File: src/rtl/i2c_req_arbiter_if.sv
// Bundle between the requesters, the request arbiter and the shared I2C master.
// Requests are level valids held until a one-cycle req_ready pulse accepts them; rsp_valid is a one-cycle completion pulse with no backpressure.
interface i2c_req_arbiter_if #(
  parameter int NREQ = 4
);
  logic [NREQ-1:0]    req_valid;
  logic [NREQ-1:0]    req_rw;
  logic [NREQ*10-1:0] req_addr;
  logic [NREQ*8-1:0]  req_wdata;
  logic [NREQ-1:0]    req_ready;
  logic [NREQ-1:0]    rsp_valid;
  logic [7:0]         rsp_rdata;
  logic               rsp_err;
  logic               m_start;
  logic               m_rw;
  logic [9:0]         m_addr;
  logic [7:0]         m_wdata;
  logic               m_busy;
  logic [7:0]         m_rdata;

  modport master (
    output req_valid, req_rw, req_addr, req_wdata, m_busy, m_rdata,
    input  req_ready, rsp_valid, rsp_rdata, rsp_err, m_start, m_rw, m_addr, m_wdata
  );

  modport slave (
    input  req_valid, req_rw, req_addr, req_wdata, m_busy, m_rdata,
    output req_ready, rsp_valid, rsp_rdata, rsp_err, m_start, m_rw, m_addr, m_wdata
  );
endinterface

File: src/rtl/i2c_req_arbiter.sv
// Round-robin arbiter letting NREQ requesters share one I2C master, one transaction at a time,
// with a saturating per-wait-state timeout that completes the transaction with an error flag.
module i2c_req_arbiter #(
  parameter int NREQ    = 4,
  parameter int TIMEOUT = 4095
) (
  input  logic              clk,
  input  logic              rst,
  i2c_req_arbiter_if.slave  bus,
  output logic [2:0]        dbg_state
);
  localparam int GW = $clog2(NREQ);
  localparam logic [15:0] TO_LIMIT = 16'(TIMEOUT);

  typedef enum logic [2:0] {
    IDLE      = 3'd0,
    LAUNCH    = 3'd1,
    WAIT_BUSY = 3'd2,
    RUN       = 3'd3,
    DONE      = 3'd4
  } state_t;

  state_t          state, state_nxt;
  logic [GW-1:0]   last_grant, grant, cand, gnt_q;
  logic            found;
  logic            accept;
  logic            timed_out;
  logic [15:0]     cnt;
  logic [7:0]      rdata_q;
  logic            err_q;
  logic            m_rw_q;
  logic [9:0]      m_addr_q;
  logic [7:0]      m_wdata_q;

  // Search starts one past the last completed grant and wraps, so every waiter sees at most NREQ-1 grants ahead of it.
  always_comb begin
    grant = '0;
    found = 1'b0;
    cand  = last_grant;
    for (int k = 0; k < NREQ; k++) begin
      cand = (cand == GW'(NREQ - 1)) ? '0 : cand + GW'(1);
      if (!found && bus.req_valid[cand]) begin
        found = 1'b1;
        grant = cand;
      end
    end
  end

  assign accept    = (state == IDLE) && found && !bus.m_busy;
  assign timed_out = (cnt >= TO_LIMIT);

  always_comb begin
    state_nxt = state;
    case (state)
      IDLE:      if (accept) state_nxt = LAUNCH;
      LAUNCH:    state_nxt = WAIT_BUSY;
      WAIT_BUSY: begin
        if (bus.m_busy)     state_nxt = RUN;
        else if (timed_out) state_nxt = DONE;
      end
      RUN:       if (!bus.m_busy || timed_out) state_nxt = DONE;
      DONE:      state_nxt = IDLE;
      default:   state_nxt = IDLE;
    endcase
  end

  always_ff @(posedge clk or posedge rst) begin
    if (rst) begin
      state      <= IDLE;
      last_grant <= GW'(NREQ - 1);
      gnt_q      <= '0;
      cnt        <= '0;
      rdata_q    <= '0;
      err_q      <= 1'b0;
      m_rw_q     <= 1'b0;
      m_addr_q   <= '0;
      m_wdata_q  <= '0;
    end else begin
      state <= state_nxt;
      case (state)
        IDLE: begin
          if (accept) begin
            gnt_q     <= grant;
            m_rw_q    <= bus.req_rw[grant];
            m_addr_q  <= bus.req_addr[int'(grant)*10 +: 10];
            m_wdata_q <= bus.req_wdata[int'(grant)*8 +: 8];
          end
        end
        LAUNCH: begin
          cnt     <= '0;
          err_q   <= 1'b0;
          rdata_q <= '0;
        end
        WAIT_BUSY: begin
          if (bus.m_busy)       cnt <= '0;
          else if (timed_out)   err_q <= 1'b1;
          else if (cnt != '1)   cnt <= cnt + 16'd1;
        end
        RUN: begin
          // rdata_q stays zero on the error path, so aborted reads return 8'h00.
          if (!bus.m_busy)      rdata_q <= m_rw_q ? bus.m_rdata : 8'h00;
          else if (timed_out)   err_q <= 1'b1;
          else if (cnt != '1)   cnt <= cnt + 16'd1;
        end
        DONE:    last_grant <= gnt_q;
        default: ;
      endcase
    end
  end

  assign bus.req_ready = (accept && !rst) ? (NREQ'(1) << grant) : '0;
  assign bus.rsp_valid = (state == DONE) ? (NREQ'(1) << gnt_q) : '0;
  assign bus.rsp_rdata = (state == DONE) ? rdata_q : 8'h00;
  assign bus.rsp_err   = (state == DONE) && err_q;
  assign bus.m_start   = (state == LAUNCH);
  assign bus.m_rw      = m_rw_q;
  assign bus.m_addr    = m_addr_q;
  assign bus.m_wdata   = m_wdata_q;
  assign dbg_state     = state;
endmodule

File: src/flat_wrapper.sv
// flat-port wrapper written by rule: the top's interface ports become plain ports
module i2c_req_arbiter_flat 
#(
  parameter int NREQ    = 4,
  parameter int TIMEOUT = 4095
)
  (clk, rst, dbg_state, bus_req_valid, bus_req_rw, bus_req_addr, bus_req_wdata, bus_m_busy, bus_m_rdata, bus_req_ready, bus_rsp_valid, bus_rsp_rdata, bus_rsp_err, bus_m_start, bus_m_rw, bus_m_addr, bus_m_wdata);
  i2c_req_arbiter_if #(.NREQ(NREQ)) bus_i ();
  input  logic clk;
  input  logic rst;
  output logic [2:0] dbg_state;
  input wire logic [$bits(bus_i.req_valid)-1:0] bus_req_valid;
  input wire logic [$bits(bus_i.req_rw)-1:0] bus_req_rw;
  input wire logic [$bits(bus_i.req_addr)-1:0] bus_req_addr;
  input wire logic [$bits(bus_i.req_wdata)-1:0] bus_req_wdata;
  input wire logic [$bits(bus_i.m_busy)-1:0] bus_m_busy;
  input wire logic [$bits(bus_i.m_rdata)-1:0] bus_m_rdata;
  output wire logic [$bits(bus_i.req_ready)-1:0] bus_req_ready;
  output wire logic [$bits(bus_i.rsp_valid)-1:0] bus_rsp_valid;
  output wire logic [$bits(bus_i.rsp_rdata)-1:0] bus_rsp_rdata;
  output wire logic [$bits(bus_i.rsp_err)-1:0] bus_rsp_err;
  output wire logic [$bits(bus_i.m_start)-1:0] bus_m_start;
  output wire logic [$bits(bus_i.m_rw)-1:0] bus_m_rw;
  output wire logic [$bits(bus_i.m_addr)-1:0] bus_m_addr;
  output wire logic [$bits(bus_i.m_wdata)-1:0] bus_m_wdata;
  assign bus_i.req_valid = bus_req_valid;
  assign bus_i.req_rw = bus_req_rw;
  assign bus_i.req_addr = bus_req_addr;
  assign bus_i.req_wdata = bus_req_wdata;
  assign bus_i.m_busy = bus_m_busy;
  assign bus_i.m_rdata = bus_m_rdata;
  assign bus_req_ready = bus_i.req_ready;
  assign bus_rsp_valid = bus_i.rsp_valid;
  assign bus_rsp_rdata = bus_i.rsp_rdata;
  assign bus_rsp_err = bus_i.rsp_err;
  assign bus_m_start = bus_i.m_start;
  assign bus_m_rw = bus_i.m_rw;
  assign bus_m_addr = bus_i.m_addr;
  assign bus_m_wdata = bus_i.m_wdata;
  i2c_req_arbiter #(.NREQ(NREQ), .TIMEOUT(TIMEOUT)) u_core (.clk(clk), .rst(rst), .bus(bus_i), .dbg_state(dbg_state));
endmodule
File: config.mk
export PLATFORM = sky130hd
export DESIGN_NAME = i2c_req_arbiter_flat
export DESIGN_NICKNAME = d
export VERILOG_FILES = /design/src/rtl/i2c_req_arbiter_if.sv /design/src/rtl/i2c_req_arbiter.sv /design/src/flat_wrapper.sv
export SDC_FILE = /design/constraint.sdc
export NUM_CORES = 1
export LEC_CHECK = 0
export ABC_AREA = 1
export CAP_MARGIN = 15
export CORE_MARGIN = 10
export CORE_UTILIZATION = 45
export DETAILED_ROUTE_END_ITERATION = 16
export GPL_TIMING_DRIVEN = 0
export HOLD_SLACK_MARGIN = 0.05
export PLACE_DENSITY = 0.89
export SYNTH_ARGS = -nofsm -noshare
export SYNTH_HDL_FRONTEND = slang
export SYNTH_SLANG_ARGS = --single-unit
File: constraint.sdc
create_clock -name clk -period 3.4 [get_ports clk]
set_input_delay 0.68 -clock clk [delete_from_list [all_inputs] [get_ports clk]]
set_output_delay 0.68 -clock clk [all_outputs]
set_load 0.01 [all_outputs]
==> Yosys cells after proc, flatten, opt, wreduce, memory -nomap -nowiden <==
Cells that the tools add are included.
{ "word_totals": {"mem_bits_rw": 0, "output_inout_bits": 40, "mem_count": 0, "input_bits": 91, "rom_bits": 0, "latch_bits": 0, "register_bits": 51, "word_cells": 103} }
{ "classes": {"n_reduce_logical": 21, "multipliers": 1, "div_mod_pow": 0, "bitwise_logic": 0, "muxes": 42, "n_eq_ne": 15, "order_cmp": 6, "addsub": 5, "shift": 4} }
{ "ops": {"columns": ["cell", "n"], "rows": [
  ["$mux W16", 4],
  ["$pmux W16 S3", 1],
  ["$shiftx A40 B32 Y10", 1],
  ["$shiftx A32 B6 Y8", 1],
  ["$mux W8", 3],
  ["$add A16 B1 Y16 const B", 1],
  ["$ge A16 B12 Y1 const B", 1],
  ["$mux W2", 8],
  ["$ne A16 B16 Y1 const B", 1],
  ["$pmux W8 S2", 1],
  ["$lt A2 B3 Y1 const B", 5],
  ["$mux W1", 12],
  ["$mux W3", 4],
  ["$pmux W3 S4", 1],
  ["$bmux W1 S2", 5],
  ["$add A2 B1 Y2 const B", 4],
  ["$eq A2 B2 Y1 const B", 4],
  ["$mux W4", 2],
  ["$shl A1 B2 Y4 const A", 2],
  ["$logic_and A1 B1 Y1", 7],
  ["$eq A3 B2 Y1 const B", 2],
  ["$ne A2 B2 Y1 const B", 3],
  ["$reduce_and A2 Y1", 3],
  ["$reduce_and A3 Y1", 2],
  ["other kinds (11)", 16]
]} }

==> Longest topological paths before layout <==
{ "depth": {"depth_word": 18, "depth_mapped": 19, "depth_no_buf": 18} }

==> Worst setup path before layout <==
Ideal clock, no wire load.
{ "synth_path": {"path_kind": "input -> output", "from": "in rst", "to": "out bus_req_ready[0]", "n_path_buf": 0, "arrival_ps": 2228, "path_slack_ps": 492, "stages": 3, "t_required_ps": 2720, "path_cell_list": "inv_1 > nand2_2 > nor3_2"} }
{ "synth_via": {"elab_chain_len": 3} }
{ "synth_lines": {"columns": ["element", "line", "rtl"], "rows": [
  ["start, declared", "flat_wrapper.sv:10", "input logic rst;"],
  ["$logic_not A1 Y1 (no line)", null, null],
  ["$logic_and A1 B1 Y1", "i2c_req_arbiter.sv:111", "assign bus.req_ready = (accept && !rst) ? (NREQ'(1) << grant) : '0;"],
  ["$mux W4", "i2c_req_arbiter.sv:111", null],
  ["end, declared", "flat_wrapper.sv:18", "output wire logic [$bits(bus_i.req_ready)-1:0] bus_req_ready;"]
]} }
Every way passes these cells.

==> Worst setup path in the final report <==
{ "layout_path": {"from": "reg u_core.last_grant[0]", "to": "out bus_req_ready[2]"} }
{ "layout_via": {"elab_chain_len": 18, "elab_cells_between_ends": 39, "classes_between": "add/sub (4); eq/ne (4); shift (1); mux (21); reduce/logical (9)"} }
{ "layout_lines": {"columns": ["element", "line", "rtl"], "rows": [
  ["start, declared", "i2c_req_arbiter.sv:24", "logic [GW-1:0] last_grant, grant, cand, gnt_q;"],
  ["start signal, assigned", "i2c_req_arbiter.sv:70", "last_grant <= GW'(NREQ - 1);"],
  ["start signal, assigned", "i2c_req_arbiter.sv:105", "DONE: last_grant <= gnt_q;"],
  ["$add A2 B1 Y2 or $eq A2 B2 Y1 (tied branches)", "i2c_req_arbiter.sv:41", "cand = (cand == GW'(NREQ - 1)) ? '0 : cand + GW'(1);"],
  ["$mux W2 (*)", "i2c_req_arbiter.sv:41", null],
  ["parallel branches: the longest is 15 deep, another holds $add A2 B1 Y2", null, null],
  ["$mux W4 (*)", "i2c_req_arbiter.sv:111", null]
]} }
Mark *: on every way between the ends. The select of a mux whose other input is x is not followed.

==> results <==
## layout make-up
type                       count  area share, %
clock inverter                 3          0.443
multi-input combinational    400           37.4
timing repair buffer         139           26.8
clock buffer                   5           1.35
inverter                      45           3.32
tap                           99           2.44
sequential                    51           25.1
buffer                        22           3.17
## synthesized netlist by cell type, drive strengths merged
master and number:
a21oi 10, a32o 1, and3 2, buf 20, clkbuf 4, dfrtp 49, dfstp 2, ha 2
inv 45, nand2 249, nand3 58, nand4 3, nor2 33, nor3 12, nor3b 1, nor4 1
o21a 1, o21ai 26, xor2 1
## worst max-delay path by stage
| stage | slack, ns | endpoint | startpoint | depth (start not counted) |
|---|---|---|---|---|
| floorplan | 0.49 | bus_req_ready[0] | rst | 3 |
| global placement | -0.90 | bus_req_ready[2] | rst | 5 |
| detailed placement | -0.37 | bus_req_ready[2] | bus_req_valid[3] | 13 |
| CTS | 0.006 | bus_req_ready[1] | u_core.last_grant[1] | 14 |
| global route | -0.009 | bus_req_ready[0] | u_core.last_grant[1] | 13 |
| finish | 0.15 | bus_req_ready[2] | u_core.last_grant[0] | 13 |
## sequential cells by signal, indices dropped and copies added, names as in the netlist
signal,flops
u_core.gnt_q,2
u_core.err_q,1
u_core.bus.m_rw,1
u_core.rdata_q,8
u_core.dbg_state,3
u_core.cnt,16
u_core.last_grant,2
u_core.bus.m_wdata,8
u_core.bus.m_addr,10
## power groups by stage
stage	Clock, mW	Sequential, mW	Combinational [mW]
floorplan	0	0.937	2.45
global placement	0	0.901	3.45
detailed placement	0	0.910	3.52
CTS	0.371	0.897	3.61
global route	0.399	0.927	4.28
finish	0.361	0.907	3.83
## worst register-to-register path, delay by kind of cell (launching register included)
kind | cells | cell delay, ns
AO/OA/AOI/OAI | 1 | 0.22
adder cells (fa/ha/maj) | 1 | 0.17
buffers and inverters | 5 | 0.69
flip-flops | 1 | 0.58
AND/OR/NAND/NOR | 11 | 0.88
## metal layers
metal | routed length (µm) | vias up | GRT usage [%]
met5 | 0 | - | 0
met4 | 181 | 0 | 4.84
met3 | 1360 | 13 | 7.78
met2 | 5700 | 207 | 35.4
met1 | 4250 | 1795 | 21.3
li1 | - | 1910 | -
## cells by family (layout without fill, tap and decap cells)
family	count (synthesis)	after routing	share of synthesized area, %
AO/OA/AOI/OAI	38	38	6.11
XOR/XNOR	1	1	0.256
adder cells (fa/ha/maj)	2	2	0.732
buffers and inverters	69	214	9.74
flip-flops	51	51	37.4
AND/OR/NAND/NOR	359	359	45.8
## per-stage QoR
stage	TNS (ns)	hold WS (ns)	power (mW)	utilization, %
2_1_floorplan	0	0.467	3.39	-
3_3_place_gp	-3.46	0.462	4.35	66.1
3_5_place_dp	-1.39	0.469	4.43	66.3
4_1_cts	0	0.496	4.88	68.3
5_1_grt	-0.00904	0.512	5.60	69.4
6_report	0	0.493	5.10	69.4
## what timing repair did
action | 4_1_cts | 5_1_grt
setup buffers | 2 | 6
pin swaps | 2 | 6
setup endpoints to repair | 4 | 4
resized for setup | 22 | 16
==> flow_summary.ini <==
[grt]
grt_pass1_wl_mm = 18.9
grt_usage_pct = 19.8
grt_overflow_total = 0
grt_pass1_vias = 3999
antenna_found_initial = 0
grt_max_degree = 40

[routing]
wl_mm = 11.5
route.vias.total = 3925
routedWlPerCell_um = 15.0
avgViaCountPerCell = 5.14
drt_iter0_markers = 200
antenna_left = 0
route.detailed.drc = 0
dr.pass1.iters = 5

[yosys]
synth_cell_type_count = 29
netlist.area_leader.share_pct = 35.9
netlist_instances = 520
synth.avg_cell_area_um2 = 6.57
synth_top_area_cell = dfrtp_1
ys_seq_elements = 51
synth_area_um2 = 3420
syn-num-nets = 613
seq_area_frac_synth_pct = 37.4
ys_warn_count = 0
synthTopCellsByArea = dfrtp_1 (36%), nand2_1 (27%), nand3_1 (6.6%)

[clock_network]
clock_sinks = 51
cts_tree = yes
clockBufferDepth = 2
cts-root-buf = clkbuf_8
clkTransAtPathRegs_ns = 0.10
numCtsBuffers = 5
clock_latency_ns = 0.31
postCtsHoldBufs = 0
htreeDepth = 2

[pwr]
p_leak_nw = 2.50
seqPwrFrac_pct = 17.8
switching_share_pct = 53.2
p_sw_mw = 2.71
p_per_area_nw_per_um2 = 1000
clkPwrFrac_pct = 7.1
peakVddDrop_mv = 0.633
combPwrFrac_pct = 75.1
intPower_mw = 2.39

[floorplan]
die_height_um = 107
rows = 31
die_w_um = 107
start_util_pct = 46.6
die-area_um2 = 11500
io_pins = 131
core_um2 = 7330

[setup_path]
crit_arrival_ns = 2.57
end_kind = output pin
path_cells = ha_4, inv_1, nand2_4, nand2_1, nand2_2, nand2_2, a21oi_4, nand3_4, buf_4, nand2_8, inv_1, nor3_2, buf_2
max_stage_delay_ns = 0.58
critPathTopFamily = simple AND/OR/NAND/NOR gates
critical_path_required_ns = 2.72
crit_slowest_cell = dfstp_2
startpoint_type = flop
crit_fanout = 15
rrSetupSlack_ns = 0.78
reg2reg_depth = 18
r2r_start = u_core.last_grant[0]
crit_buf_inv = 4
critPathKind = flop to output pin
r2r-end = u_core.bus.m_addr[8]

[final_layout]
antenna_cells = 0
nFillCells = 597
final_cell_mix = nand2_1 (240), clkdlybuf4s50_1 (126), dfrtp_1 (49), nand3_1 (45), inv_1 (39)
design_area_um2 = 5080
drive_above_1_share_pct = 12.2
multi_input_area_um2 = 1900
regArea_um2 = 1280
final_nets = 757
stdcell_count = 764
syn_to_final_growth_pct = 48.8
final_common_cell = nand2_1

[timing]
slew-limit-headroom_pct = 63.7
min_period_ns = 3.25
max_freq_mhz = 307
tightest_slew_ns = 0.543
slew_violations = 0
finalSetupViolations = 0
fin_crit_sh_pct = 95.7
setup_slack_ns = 0.148
hold_viol_final = 0
clock-skew-final_ns = 0.00839

[status]
status = finished, final reports clean

[placement]
postPlaceCellArea_um2 = 4860
place_hpwl_mm = 9.15
gp_congestion = 0.926
place.port_buffers = 130
place_inst = 750
dp_slack_ns = -0.367

[min_path]
min_path_type = flop to flop
holdPathEnd = u_core.bus.m_wdata[3]
hold_start = u_core.bus.m_wdata[3]
hold_depth = 2

[flow_run]
cap_violations = 0
Power figures use the tool's default switching activity.
